--- src/rtl/piso_register_reader.sv ---
// Parallel-in serial-out reader: captures a word from the register q bus and shifts it out one bit per shift_en edge.
// First bit is valid one cycle after load; load_ready is low during SHIFT and DONE, and shift_en=0 holds the stream.
module piso_register_reader #(
   parameter int WIDTH     = 32,
   parameter bit MSB_FIRST = 1'b1
) (
   input  logic             clock,
   input  logic             reset,
   input  logic [WIDTH-1:0] d_in,
   input  logic             load_valid,
   output logic             load_ready,
   input  logic             shift_en,
   output logic             sout,
   output logic             sout_valid,
   output logic             frame_start,
   output logic             done
);

   localparam int CW = $clog2(WIDTH);
   localparam logic [CW-1:0] LAST = CW'(WIDTH - 1);

   typedef enum logic [1:0] {
      IDLE  = 2'd0,
      SHIFT = 2'd1,
      DONE  = 2'd2
   } state_t;

   state_t           state, state_nxt;
   logic [WIDTH-1:0] shreg, shreg_nxt;
   logic [CW-1:0]    cnt, cnt_nxt;

   always_ff @(posedge clock or posedge reset) begin
      if (reset) begin
         state <= IDLE;
         shreg <= '0;
         cnt   <= '0;
      end else begin
         state <= state_nxt;
         shreg <= shreg_nxt;
         cnt   <= cnt_nxt;
      end
   end

   always_comb begin
      state_nxt   = state;
      shreg_nxt   = shreg;
      cnt_nxt     = cnt;
      load_ready  = 1'b0;
      sout        = 1'b0;
      sout_valid  = 1'b0;
      frame_start = 1'b0;
      done        = 1'b0;
      case (state)
         IDLE: begin
            load_ready = 1'b1;
            if (load_valid) begin
               shreg_nxt = d_in;
               cnt_nxt   = '0;
               state_nxt = SHIFT;
            end
         end
         SHIFT: begin
            sout_valid  = 1'b1;
            sout        = MSB_FIRST ? shreg[WIDTH-1] : shreg[0];
            frame_start = (cnt == '0);
            if (shift_en) begin
               if (cnt == LAST) begin
                  state_nxt = DONE;
               end else begin
                  // Zero-fill from the far end so the next bit always sits at the output end.
                  shreg_nxt = MSB_FIRST ? {shreg[WIDTH-2:0], 1'b0} : {1'b0, shreg[WIDTH-1:1]};
                  cnt_nxt   = cnt + 1'b1;
               end
            end
         end
         DONE: begin
            done      = 1'b1;
            state_nxt = IDLE;
         end
         default: state_nxt = IDLE;
      endcase
   end

endmodule

--- config.mk ---
export PLATFORM = sky130hd
export DESIGN_NAME = piso_register_reader
export DESIGN_NICKNAME = d
export VERILOG_FILES = /design/src/rtl/piso_register_reader.sv
export SDC_FILE = /design/constraint.sdc
export NUM_CORES = 1
export LEC_CHECK = 0
export CAP_MARGIN = 20
export CORE_MARGIN = 4
export CORE_UTILIZATION = 35
export CTS_BUF_LIST = sky130_fd_sc_hd__clkbuf_16
export CTS_CLUSTER_SIZE = 10
export DETAILED_ROUTE_END_ITERATION = 8
export PLACE_DENSITY = 0.68
export REMOVE_ABC_BUFFERS = 1
export SLEW_MARGIN = 20
export SYNTH_ARGS = -nofsm -noshare
export SYNTH_HDL_FRONTEND = slang
export SYNTH_SLANG_ARGS = --single-unit
--- constraint.sdc ---
create_clock -name clock -period 2.3 [get_ports clock]
set_input_delay 0.23 -clock clock [delete_from_list [all_inputs] [get_ports clock]]
set_output_delay 0.23 -clock clock [all_outputs]
set_load 0.01 [all_outputs]
### Yosys cells after proc, flatten, opt, wreduce, memory -nomap -nowiden

Index checks and enable logic that the tools add are counted.
Widths: inputs -> output; s select.

* shift-type cells: 0
* reduce and logical (&&, ||, !) cells: 5
* order comparisons: 0
* equality and inequality tests: 7
* divide/modulo/power cells: 0
* muxes and demuxes: 17
* bitwise logic cells: 0
* multipliers: 0
* $add $sub $neg: 1

Operators with widths (count)
* $mux 32: 3
* $pmux 32 s2: 1
* $mux 5: 3
* $pmux 5 s2: 1
* $ne 2x2->1 const B: 4
* $mux 2: 3
* $add 5x1->5 const B: 1
* $eq 5x5->1 const B: 1
* $logic_not 5->1: 1
* $mux 1: 5
* $pmux 2 s2: 1
* $reduce_and 4->1: 1
* $reduce_and 3->1: 1
* $eq 2x1->1 const B: 1
* $eq 2x2->1 const B: 1
* $logic_not 2->1: 1
* $reduce_bool 2->1: 1

* bits in latches: 0
* flip-flop bits (word level): 39
* logic and storage cells: 33
* output and inout port bits: 5
* bits in writable memories: 0
* ROM bits: 0
* input port bits: 36
* memories kept: 0

### Logic depth before layout (Yosys ltp)

* word-level depth: 4
* depth in mapped cells: 8
* mapped depth without buffers: 6

### Worst setup path after synthesis

Ideal clock, no wire load.

* path kind: register to register
* start point: reg cnt[0]
* end point: reg shreg[19]
* library setup time: 125 ps
* buffers on the path: 2
* stages on the path, launching flop included: 9
* data required time: 2175 ps
* setup slack: 181 ps
* arrival time: 1994 ps
* clock period less this slack: 2119 ps
* path through: dfrtp_1 ha_1 and3_1 ha_1 and4bb_4 a21o_1 buf_6 buf_6 mux2_4

* word-level cells in the longest chain between the ends: 3

RTL lines
* start, declared: RTL line 30 `logic [CW-1:0] cnt, cnt_nxt;`
* start signal, assigned: RTL line 40 `cnt <= cnt_nxt;`
* $eq 5x5->1: RTL line 67 `if (cnt == LAST) begin`
* $ne 2x2->1 (no line)
* $reduce_and 4->1 (no line)
* end signal, assigned: RTL line 39 `shreg <= shreg_nxt;`
* end, declared: RTL line 29 `logic [WIDTH-1:0] shreg, shreg_nxt;`

No other way between the ends.
A chain may end at the register's enable or synchronous reset.

### Worst setup path in the final report

* start point: reg cnt[0]
* end point: reg shreg[15]

Same word-level chain as after synthesis.

==> results.yml <==
timing:
  finalMaxSlewViolations: 0
  fin_skew_ns: 0.00599
  period_needed_ns: 2.19
  relSlewSlack_pct: 67.5
  period_share_pct: 95.3
  rsz0062_at_grt: "false"
  setup_violations: 0
  finalHoldViolations: 0
  tightest_slew_ns: 0.488
  max_freq_ghz: 0.456
  hold_ws_ns: 0.354
critical_path:
  crit_slowest_cell: "dfrtp_1"
  cp_num_cells: 7
  cpLargestDelayFamily: "simple AND/OR/NAND/NOR gates"
  crit_path_end: "shreg[15]$_DFFE_PP0P_"
  path_max_fanout: 26
  critical_path.cell_chain: "ha_1 -> and3_1 -> ha_1 -> and4bb_4 -> a21o_2 -> buf_12 -> mux2_2"
  critPathLaunch: "cnt[0]$_DFFE_PP0P_"
  cpMostUsedCell: "ha_1"
  cp.arrival_ns: 2.35
  rr_worst_depth: 7
  path_buf_inv: 1
  r2r-start: "cnt[0]$_DFFE_PP0P_"
  path_class: "reg2reg"
  max_stage_delay_ns: 0.40
  reg2reg_slack_ns: 0.11
  critPathLaunchType: "register"
  r2r_end: "shreg[15]$_DFFE_PP0P_"
  worst_setup_path_end_kind: "register"
  cp_data_required_time_ns: 2.46
outcome:
  status: "complete, no violations"
route:
  drt_iter0_drc: 13
  firstDrtPassIters: 2
  vias: 1230
  antenna_left: 0
  routed_wl_um: 3930
  drc_errors: 0
  viasPerCell: 4.62
  wire_per_inst_um: 14.8
power_and_ir_drop:
  irDropWorstVdd_mv: 0.456
  power.density_nw_per_um2: 1180
  power_w: 0.00328
  power.leakage_nw: 1.28
clocking:
  hold_buffers: 0
  post_cts_resized: 0
  cts_tree: "done"
  ctsHtreeMaxLevel: 2
  cts_buffers: 5
  cts_buffer_depth: 2
  cts_setup_buffers: 0
  cts_root_buf: "clkbuf_16"
  clock_latency_ns: 0.27
  path_clk_slew_ns: 0.06
  clock_sink_count: 39
cells_and_area:
  nets: 229
  areaGrowthSynthToFinish_pct: 28.4
  drive_gt1_share_pct: 38.7
  num-fill-cells: 567
  seqCellArea_sq_um: 976
  multi_input_area_sq_um: 1060
  final_area_sq_um: 2780
  n_antenna_cell: 0
  mostFrequentLayoutCells: "40 x mux2_4, 40 x clkdlybuf4s50_1, 39 x dfrtp_1, 18 x mux2_2, 7 x inv_1"
floorplan:
  chipWidth_um: 86.6
  start_util_pct: 36.3
  die_h_um: 86.6
  io_pins: 41
  die_area_sq_um: 7510
  core-area_sq_um: 5960
  num_rows: 28
synth:
  yosysSeqAreaShare_pct: 45.1
  synth.distinct_cells: 28
  synth_warnings: 0
  syn_inst: 146
  syn_area_per_cell_sq_um: 14.8
  ys_seq_elements: 39
  syn_area_sq_um: 2160
grt:
  grt_pass1_wl_um: 6800
  grt_max_degree: 40
  grt_use_total_pct: 11.6
  grt-ovfl-total: 0
  grt_pass1_vias: 1410
  antenna_found_initial: 0
place:
  hpwl_um: 2710
  placed_area_sq_um: 2620
  port_buffers: 40
  gp_congestion: 0.833
hold_path:
  hp-class: "in2async"
run:
  maxCapViolations: 0
-- synthesized netlist by cell type (all sizes together) --
cell type | count | area (sq um)
a31oi | 1 | 6.26
mux2i | 2 | 20.0
dfrtp | 39 | 976
nand3 | 3 | 15.0
and3 | 2 | 12.5
nand4 | 1 | 6.26
a21o | 1 | 7.51
buf | 8 | 95.1
o211ai | 1 | 7.51
nand2b | 1 | 6.26
o21ai | 3 | 15.0
and4bb | 2 | 28.8
nor2 | 1 | 3.75
ha | 3 | 37.5
nand2 | 3 | 11.3
o21bai | 1 | 7.51
nor2b | 1 | 6.26
nand3b | 1 | 7.51
and2 | 1 | 6.26
inv | 8 | 35.0
nor3 | 1 | 5.00
mux2 | 62 | 848
-- final cells by class --
type / count / area share [%]
clock buffers: 5 / 4.50
clock inverters: 3 / 1.40
inverters: 8 / 1.26
multi-input cells: 91 / 38.1
flip-flops and latches: 39 / 35.1
well taps: 75 / 3.38
repair buffers: 45 / 16.2
-- worst min path at each step --
stage                                startpoint                     to  cells past startpoint
final                                     reset   shreg[3]$_DFFE_PP0P_                      3
after global routing                      reset   shreg[4]$_DFFE_PP0P_                      3
after CTS                                 reset   shreg[3]$_DFFE_PP0P_                      3
after detailed placement  shreg[31]$_DFFE_PP0P_  shreg[31]$_DFFE_PP0P_                      1
after global placement    shreg[31]$_DFFE_PP0P_  shreg[31]$_DFFE_PP0P_                      1
after floorplan                        shift_en   state[0]$_DFFE_PP0P_                      1
-- registers in the layout (all words and copies together), names as in the netlist --
signal	cells
cnt	5
shreg	32
state	2
-- stage by stage --
stage / setup slack (ns) / instances / setup TNS, ns / utilization [%]
global placement: 0.193 / 258 / 0 / 43.9
floorplan: -0.600 / 138 / -19.41 / -
detailed placement: 0.122 / 258 / 0 / 43.9
CTS: 0.0947 / 266 / 0 / 46.7
global route: 0.00991 / 266 / 0 / 46.7
finish: 0.108 / 266 / 0 / 46.7
-- cell families (layout without fill, tap and decap cells) --
family / count (synthesis) / in the layout / share of synthesized area, %
compound gates: 7 / 7 / 2.02
flops: 39 / 39 / 45.1
mux: 64 / 64 / 40.1
simple gates: 17 / 17 / 5.03
fa+ha+maj: 3 / 3 / 1.73
buf+inv: 16 / 61 / 6.01
-- power breakdown --
group / switching [W] / internal, W
Clock: 0.000260 / 0.000505
Combinational: 0.000425 / 0.000886
Sequential: 0.000192 / 0.00102
Total: 0.000878 / 0.00241
-- routing by layer --
layer  track usage (%)  part of all wire [%]  wire [um]  vias up
li1                  -                     -          -      603
met1              15.1                    45       1760      597
met2              19.1                    49       1940       28
met3              3.14                   5.4        212        2
met4              2.97                  0.48         19        0
met5                 0                     0          0        -
-- worst register-to-register path: cells and delay by family, from the launching register on --
family | cells | cell delay [ns]
AOI/OAI and AO/OA | 1 | 0.13
adders and majority gates | 2 | 0.42
muxes | 1 | 0.37
and+or+nand+nor | 2 | 0.55
DFF | 1 | 0.40
buffers and inverters | 1 | 0.21
No activity file was read; power rests on OpenSTA's default activity.
